<file path="config.mk">
export PLATFORM = sky130hd
export DESIGN_NAME = tuser_out_fsm
export DESIGN_NICKNAME = d
export VERILOG_FILES = /design/src/rtl/tuser_out_fsm.sv
export SDC_FILE = /design/constraint.sdc
export NUM_CORES = 2
export LEC_CHECK = 0
export ABC_AREA = 1
export ABC_CLOCK_PERIOD_IN_PS = 3050
export CAP_MARGIN = 10
export CELL_PAD_IN_SITES_DETAIL_PLACEMENT = 1
export CELL_PAD_IN_SITES_GLOBAL_PLACEMENT = 2
export CORE_MARGIN = 4
export CORE_UTILIZATION = 30
export CTS_BUF_LIST = sky130_fd_sc_hd__clkbuf_2 sky130_fd_sc_hd__clkbuf_4 sky130_fd_sc_hd__clkbuf_8
export DETAILED_ROUTE_END_ITERATION = 12
export PLACE_DENSITY_LB_ADDON = 0.15
export SYNTH_ARGS = -nofsm -noshare
export SYNTH_HDL_FRONTEND = slang
export SYNTH_SLANG_ARGS = --single-unit
</file>
<file path="constraint.sdc">
create_clock -name tout_aclk -period 3.05 [get_ports tout_aclk]
set_input_delay 0.4575 -clock tout_aclk [delete_from_list [all_inputs] [get_ports tout_aclk]]
set_output_delay 0.4575 -clock tout_aclk [all_outputs]
set_load 0.005 [all_outputs]
</file>
<file path="src/rtl/tuser_out_fsm.sv">
// Re-attaches the SDNet output tuple to every beat of its packet as tuser.
// Tuples are buffered in a small FIFO; a packet stalls until its tuple is present.
//
// state | meaning
// IDLE  | between packets; a first beat is accepted only once a tuple is buffered
// WRDN  | mid-packet; beats carry the tuple latched at the first beat
module tuser_out_fsm #(
  parameter int TUPLE_DEPTH = 4,
  parameter int CNT_W       = 3
) (
  input  logic               tout_aclk,
  input  logic               tout_arst,
  input  logic               tout_valid,
  input  logic [127:0]       tout_data,
  input  logic               tout_avalid,
  output logic               tout_aready,
  input  logic [255:0]       tout_adata,
  input  logic [31:0]        tout_akeep,
  input  logic               tout_atlast,
  output logic               tout_bvalid,
  input  logic               tout_bready,
  output logic [255:0]       tout_bdata,
  output logic [31:0]        tout_bkeep,
  output logic               tout_btlast,
  output logic [127:0]       tout_btuser,
  output logic [CNT_W-1:0]   tout_tuple_cnt,
  output logic               tout_tuple_ovf
);

  localparam int PTR_W = CNT_W - 1;

  typedef enum logic {IDLE = 1'b0, WRDN = 1'b1} state_t;

  state_t             state_q, state_d;
  logic [CNT_W-1:0]   cnt_q, cnt_d;
  logic [PTR_W-1:0]   wr_ptr_q, wr_ptr_d;
  logic [PTR_W-1:0]   rd_ptr_q, rd_ptr_d;
  logic [127:0]       fifo_q [TUPLE_DEPTH];
  logic [127:0]       fifo_d [TUPLE_DEPTH];
  logic [127:0]       cur_tuple_q, cur_tuple_d;
  logic               ovf_q, ovf_d;
  logic               bvalid_q, bvalid_d;
  logic [255:0]       bdata_q, bdata_d;
  logic [31:0]        bkeep_q, bkeep_d;
  logic               btlast_q, btlast_d;
  logic [127:0]       btuser_q, btuser_d;

  logic               slice_ld;
  logic               accept;
  logic               pop;
  logic               full;
  logic               push_ok;
  logic [127:0]       head;

  assign slice_ld    = !bvalid_q || tout_bready;
  // Gated by reset so aready reads 0 throughout the reset window, not just after the edge.
  assign tout_aready = tout_arst && slice_ld && ((state_q == WRDN) || (cnt_q != '0));
  assign accept      = tout_avalid && tout_aready;
  assign pop         = accept && tout_atlast;
  assign full        = (cnt_q == CNT_W'(TUPLE_DEPTH));
  assign push_ok     = tout_valid && (!full || pop);
  assign head        = fifo_q[rd_ptr_q];

  always_comb begin
    state_d     = state_q;
    cnt_d       = cnt_q;
    wr_ptr_d    = wr_ptr_q;
    rd_ptr_d    = rd_ptr_q;
    fifo_d      = fifo_q;
    cur_tuple_d = cur_tuple_q;
    ovf_d       = ovf_q || (tout_valid && full && !pop);
    bvalid_d    = bvalid_q;
    bdata_d     = bdata_q;
    bkeep_d     = bkeep_q;
    btlast_d    = btlast_q;
    btuser_d    = btuser_q;

    if (push_ok) begin
      fifo_d[wr_ptr_q] = tout_data;
      wr_ptr_d         = wr_ptr_q + PTR_W'(1);
    end
    if (pop) begin
      rd_ptr_d = rd_ptr_q + PTR_W'(1);
    end
    case ({push_ok, pop})
      2'b10:   cnt_d = cnt_q + CNT_W'(1);
      2'b01:   cnt_d = cnt_q - CNT_W'(1);
      default: cnt_d = cnt_q;
    endcase

    if (slice_ld) begin
      bvalid_d = accept;
      if (accept) begin
        bdata_d  = tout_adata;
        bkeep_d  = tout_akeep;
        btlast_d = tout_atlast;
        btuser_d = (state_q == IDLE) ? head : cur_tuple_q;
      end
    end

    case (state_q)
      IDLE: begin
        if (accept && !tout_atlast) begin
          cur_tuple_d = head;
          state_d     = WRDN;
        end
      end
      WRDN: begin
        if (accept && tout_atlast) begin
          state_d = IDLE;
        end
      end
      default: state_d = IDLE;
    endcase
  end

  always_ff @(posedge tout_aclk) begin
    if (!tout_arst) begin
      state_q     <= IDLE;
      cnt_q       <= '0;
      wr_ptr_q    <= '0;
      rd_ptr_q    <= '0;
      for (int i = 0; i < TUPLE_DEPTH; i++) fifo_q[i] <= '0;
      cur_tuple_q <= '0;
      ovf_q       <= 1'b0;
      bvalid_q    <= 1'b0;
      bdata_q     <= '0;
      bkeep_q     <= '0;
      btlast_q    <= 1'b0;
      btuser_q    <= '0;
    end else begin
      state_q     <= state_d;
      cnt_q       <= cnt_d;
      wr_ptr_q    <= wr_ptr_d;
      rd_ptr_q    <= rd_ptr_d;
      fifo_q      <= fifo_d;
      cur_tuple_q <= cur_tuple_d;
      ovf_q       <= ovf_d;
      bvalid_q    <= bvalid_d;
      bdata_q     <= bdata_d;
      bkeep_q     <= bkeep_d;
      btlast_q    <= btlast_d;
      btuser_q    <= btuser_d;
    end
  end

  assign tout_bvalid    = bvalid_q;
  assign tout_bdata     = bdata_q;
  assign tout_bkeep     = bkeep_q;
  assign tout_btlast    = btlast_q;
  assign tout_btuser    = btuser_q;
  assign tout_tuple_cnt = cnt_q;
  assign tout_tuple_ovf = ovf_q;

endmodule

</file>
==> flow_summary.yaml <==
power:
  seq_power_share_pct: 41.5
  irDropWorstVdd_mv: 0.412
  clkPwrFrac_pct: 41.1
  p_leak_uw: 0.0280
  p_comb_share_pct: 17.3
  swShare_pct: 29.3
  p_int_uw: 26000
  power_density_mw_per_mm2: 557
  power.switching_uw: 10800
worst_setup_path:
  end_kind: "output port"
  rrSetupSlack_ns: 0.67
  worstPathArrival_ns: 2.40
  r2r_cells: 5
  worstReg2RegEnd: "tout_btuser[34]"
  crit_required_ns: 2.59
  start_kind: "flip-flop"
  crit_fanout: 3
  critPathSlowestCell: "clkdlybuf4s50_1"
  critPathKind: "flip-flop to output port"
  critPathMaxStageDelay_ns: 0.52
  crit_chain: "a21oi_4, buf_12, and2_2, clkdlybuf4s50_1"
synthesis:
  synth_most_common_cell: "nand2_1"
  syn_inst: 7307
  synth_enable_flop_cells: 0
  ys_top_cells_by_count: "nand2_1 (1860), inv_1 (1164), dfxtp_1 (1067)"
  syn_area_sq_mm: 0.0484
  synth_warnings: 0
  yosysUniqueCellTypes: 25
  synth_fp_nets: 7735
  async_flop_share_pct: 0
  synth_top_flop_cell: "dfxtp_1"
  synth_seq_cells: 1067
  syn_area_per_cell_sq_um: 6.62
  ys_seq_area_share_pct: 44.2
  synth_top_area_share_pct: 44.2
  synth_area_leaders: "dfxtp_1 (44%), nand2_1 (14%), inv_1 (9.0%)"
  yosysTopAreaCell: "dfxtp_1"
floorplanning:
  die-area_sq_mm: 0.168
  die_y_um: 410
  die_x_um: 410
  start_util_pct: 30.2
  io_pins: 845
  core_sq_mm: 0.160
  rows: 147
clocking:
  clkTransAtPathRegs_ns: 0.06
  cts_root_buf: "clkbuf_8"
  clockBufferDepth: 3
  cts_made_buffers: 203
  tritoncts: "built"
  clock_latency_ns: 0.95
  cts_setup_buffers: 0
  cts_sinks: 1067
  cts_max_level: 4
routing:
  routed_via_density: 4.77
  drtPass1Iterations: 5
  vias: 50051
  drt_iter0_drc: 2705
  antenna_left: 0
  wl_per_cell_um: 20.1
  drc: 0
  drt-total-wl_um: 212000
sta:
  clock.fmax_ghz: 0.350
  final_max_slew_viol_count: 0
  slew_headroom_pct: 14.3
  tightest_slew_ns: 1.29
  grt_setup_unrepaired: "no"
  fin_crit_ns: 2.86
  hold_viol_final: 0
  setup_viol: 0
  setup_tns_ns: 0
  skew_ns: 0.0528
  finalCritPeriodShare_pct: 93.7
cells_and_area:
  drive_gt1_share_pct: 6.21
  final_core_util_pct: 41.2
  area_growth_pct: 36.5
  nFillCells: 19995
  nNetsFinal: 8591
placement:
  portBuffers: 844
  place_hpwl_um: 133000
  gp_congestion: 0.891
hold_path:
  min-delay-start: "tout_adata[32]"
  hp-class: "primary input to flip-flop"
  hold_depth: 3
  whs_endpoint: "tout_bdata[32]"
global_route:
  grt_pass1_wl_um: 318000
  antenna_found_initial: 26
  grt_max_degree: 190
  grt_usage_pct: 24.4
  grt_pass1_vias: 50834
  grt_remaining_overflow: 0
outcome:
  status: "finished, final reports clean"
run:
  cap_violations: 0
[how the worst max path moves through the flow]
| stage | startpoint | end | slack (ns) | depth (start not counted) |
|---|---|---|---|---|
| after floorplan | tout_arst | tout_tuple_cnt[2] | 0.62 | 15 |
| after global placement | tout_bready | fifo_q[125] | 0.14 | 12 |
| after detailed placement | tout_bready | fifo_q[180] | 0.09 | 14 |
| after CTS | tout_bvalid | tout_aready | 0.01 | 4 |
| after global routing | tout_bvalid | tout_aready | 0.07 | 4 |
| final | tout_bvalid | tout_aready | 0.19 | 4 |
[critical path, delay by kind of cell (launching register included)]
| kind | cells | cell delay, ns |
|---|---|---|
| compound gates | 1 | 0.23 |
| buf+inv | 2 | 0.68 |
| flops | 1 | 0.34 |
| simple gates | 1 | 0.20 |
[power groups by stage]
| stage | Sequential [uW] | Combinational (uW) | Clock [uW] |
|---|---|---|---|
| floorplan | 15500 | 3160 | 0 |
| global placement | 15500 | 6000 | 0 |
| detailed placement | 15600 | 6110 | 0 |
| CTS | 15300 | 6450 | 15700 |
| global route | 15400 | 7090 | 16300 |
| finish | 15300 | 6380 | 15100 |
[cell type report]
cell class / instances / area, sq um / area share [%]
Antenna cell: 24 / 60.1 / 0.0909
Sequential cell: 1067 / 21400 / 32.4
Multi-Input combinational cell: 4497 / 20400 / 30.9
Clock buffer: 340 / 4160 / 6.30
Timing Repair Buffer: 1229 / 12800 / 19.4
Clock inverter: 21 / 159 / 0.241
Tap cell: 2160 / 2700 / 4.09
Inverter: 1165 / 4390 / 6.65
[flip-flops by register name, summed over array words and instances, names as in the netlist, named ones only]
name	cells
cur_tuple_q	128
tout_bkeep	32
wr_ptr_q	2
tout_tuple_ovf	1
rd_ptr_q	2
tout_btuser	128
fifo_q	512
tout_btlast	1
tout_bdata	256
tout_tuple_cnt	3
tout_bvalid	1
[routing by layer]
layer	vias up	GRT usage [%]	share of wire, %
met1	24040	32.6	46
met2	1121	38.4	45
met4	2	8.06	2.9
li1	24565	-	-
met3	323	6.26	6.5
met5	-	0	0.0038
[placed cells by master (no fill, tap or decap), drive strengths merged]
master / n
diode: 24
nand4: 513
dlygate4sd3: 251
nand2: 1861
clkdlybuf4s50: 842
buf: 136
a21oi: 680
inv: 1171
a31oi: 1
clkinvlp: 5
dfxtp: 1067
and2: 1
clkinv: 10
o21a: 128
nand3: 5
clkbuf: 340
nor2: 780
fa: 1
nor3: 2
ha: 5
o21ai: 520
[timing repair]
item                                   CTS  global route
setup endpoints to repair                1             0
endpoints found under the hold margin  309             0
resized for setup                        1             0
hold buffers                           251             0
[logic make-up after synthesis]
logic type	count (synthesis)	share of synthesized area, %
buf+inv	1743	14.0
simple gates	3162	27.3
fa+ha+maj	6	0.171
compound gates	1329	14.4
flops	1067	44.2
[stage by stage]
stage | cells | cell area [sq um] | hold WS [ns] | setup WS, ns | power, uW
2_1_floorplan | 7307 | 48400 | 0.458 | 0.617 | 18600
3_3_place_gp | 9867 | 59200 | 0.450 | 0.136 | 21500
3_5_place_dp | 9867 | 59200 | 0.455 | 0.0868 | 21700
4_1_cts | 10479 | 66000 | 0.000473 | 0.0107 | 37400
5_1_grt | 10499 | 66000 | 0.0612 | 0.0688 | 38700
6_report | 10503 | 66000 | 0.139 | 0.192 | 36800
No activity file was read; power rests on OpenSTA's default activity.
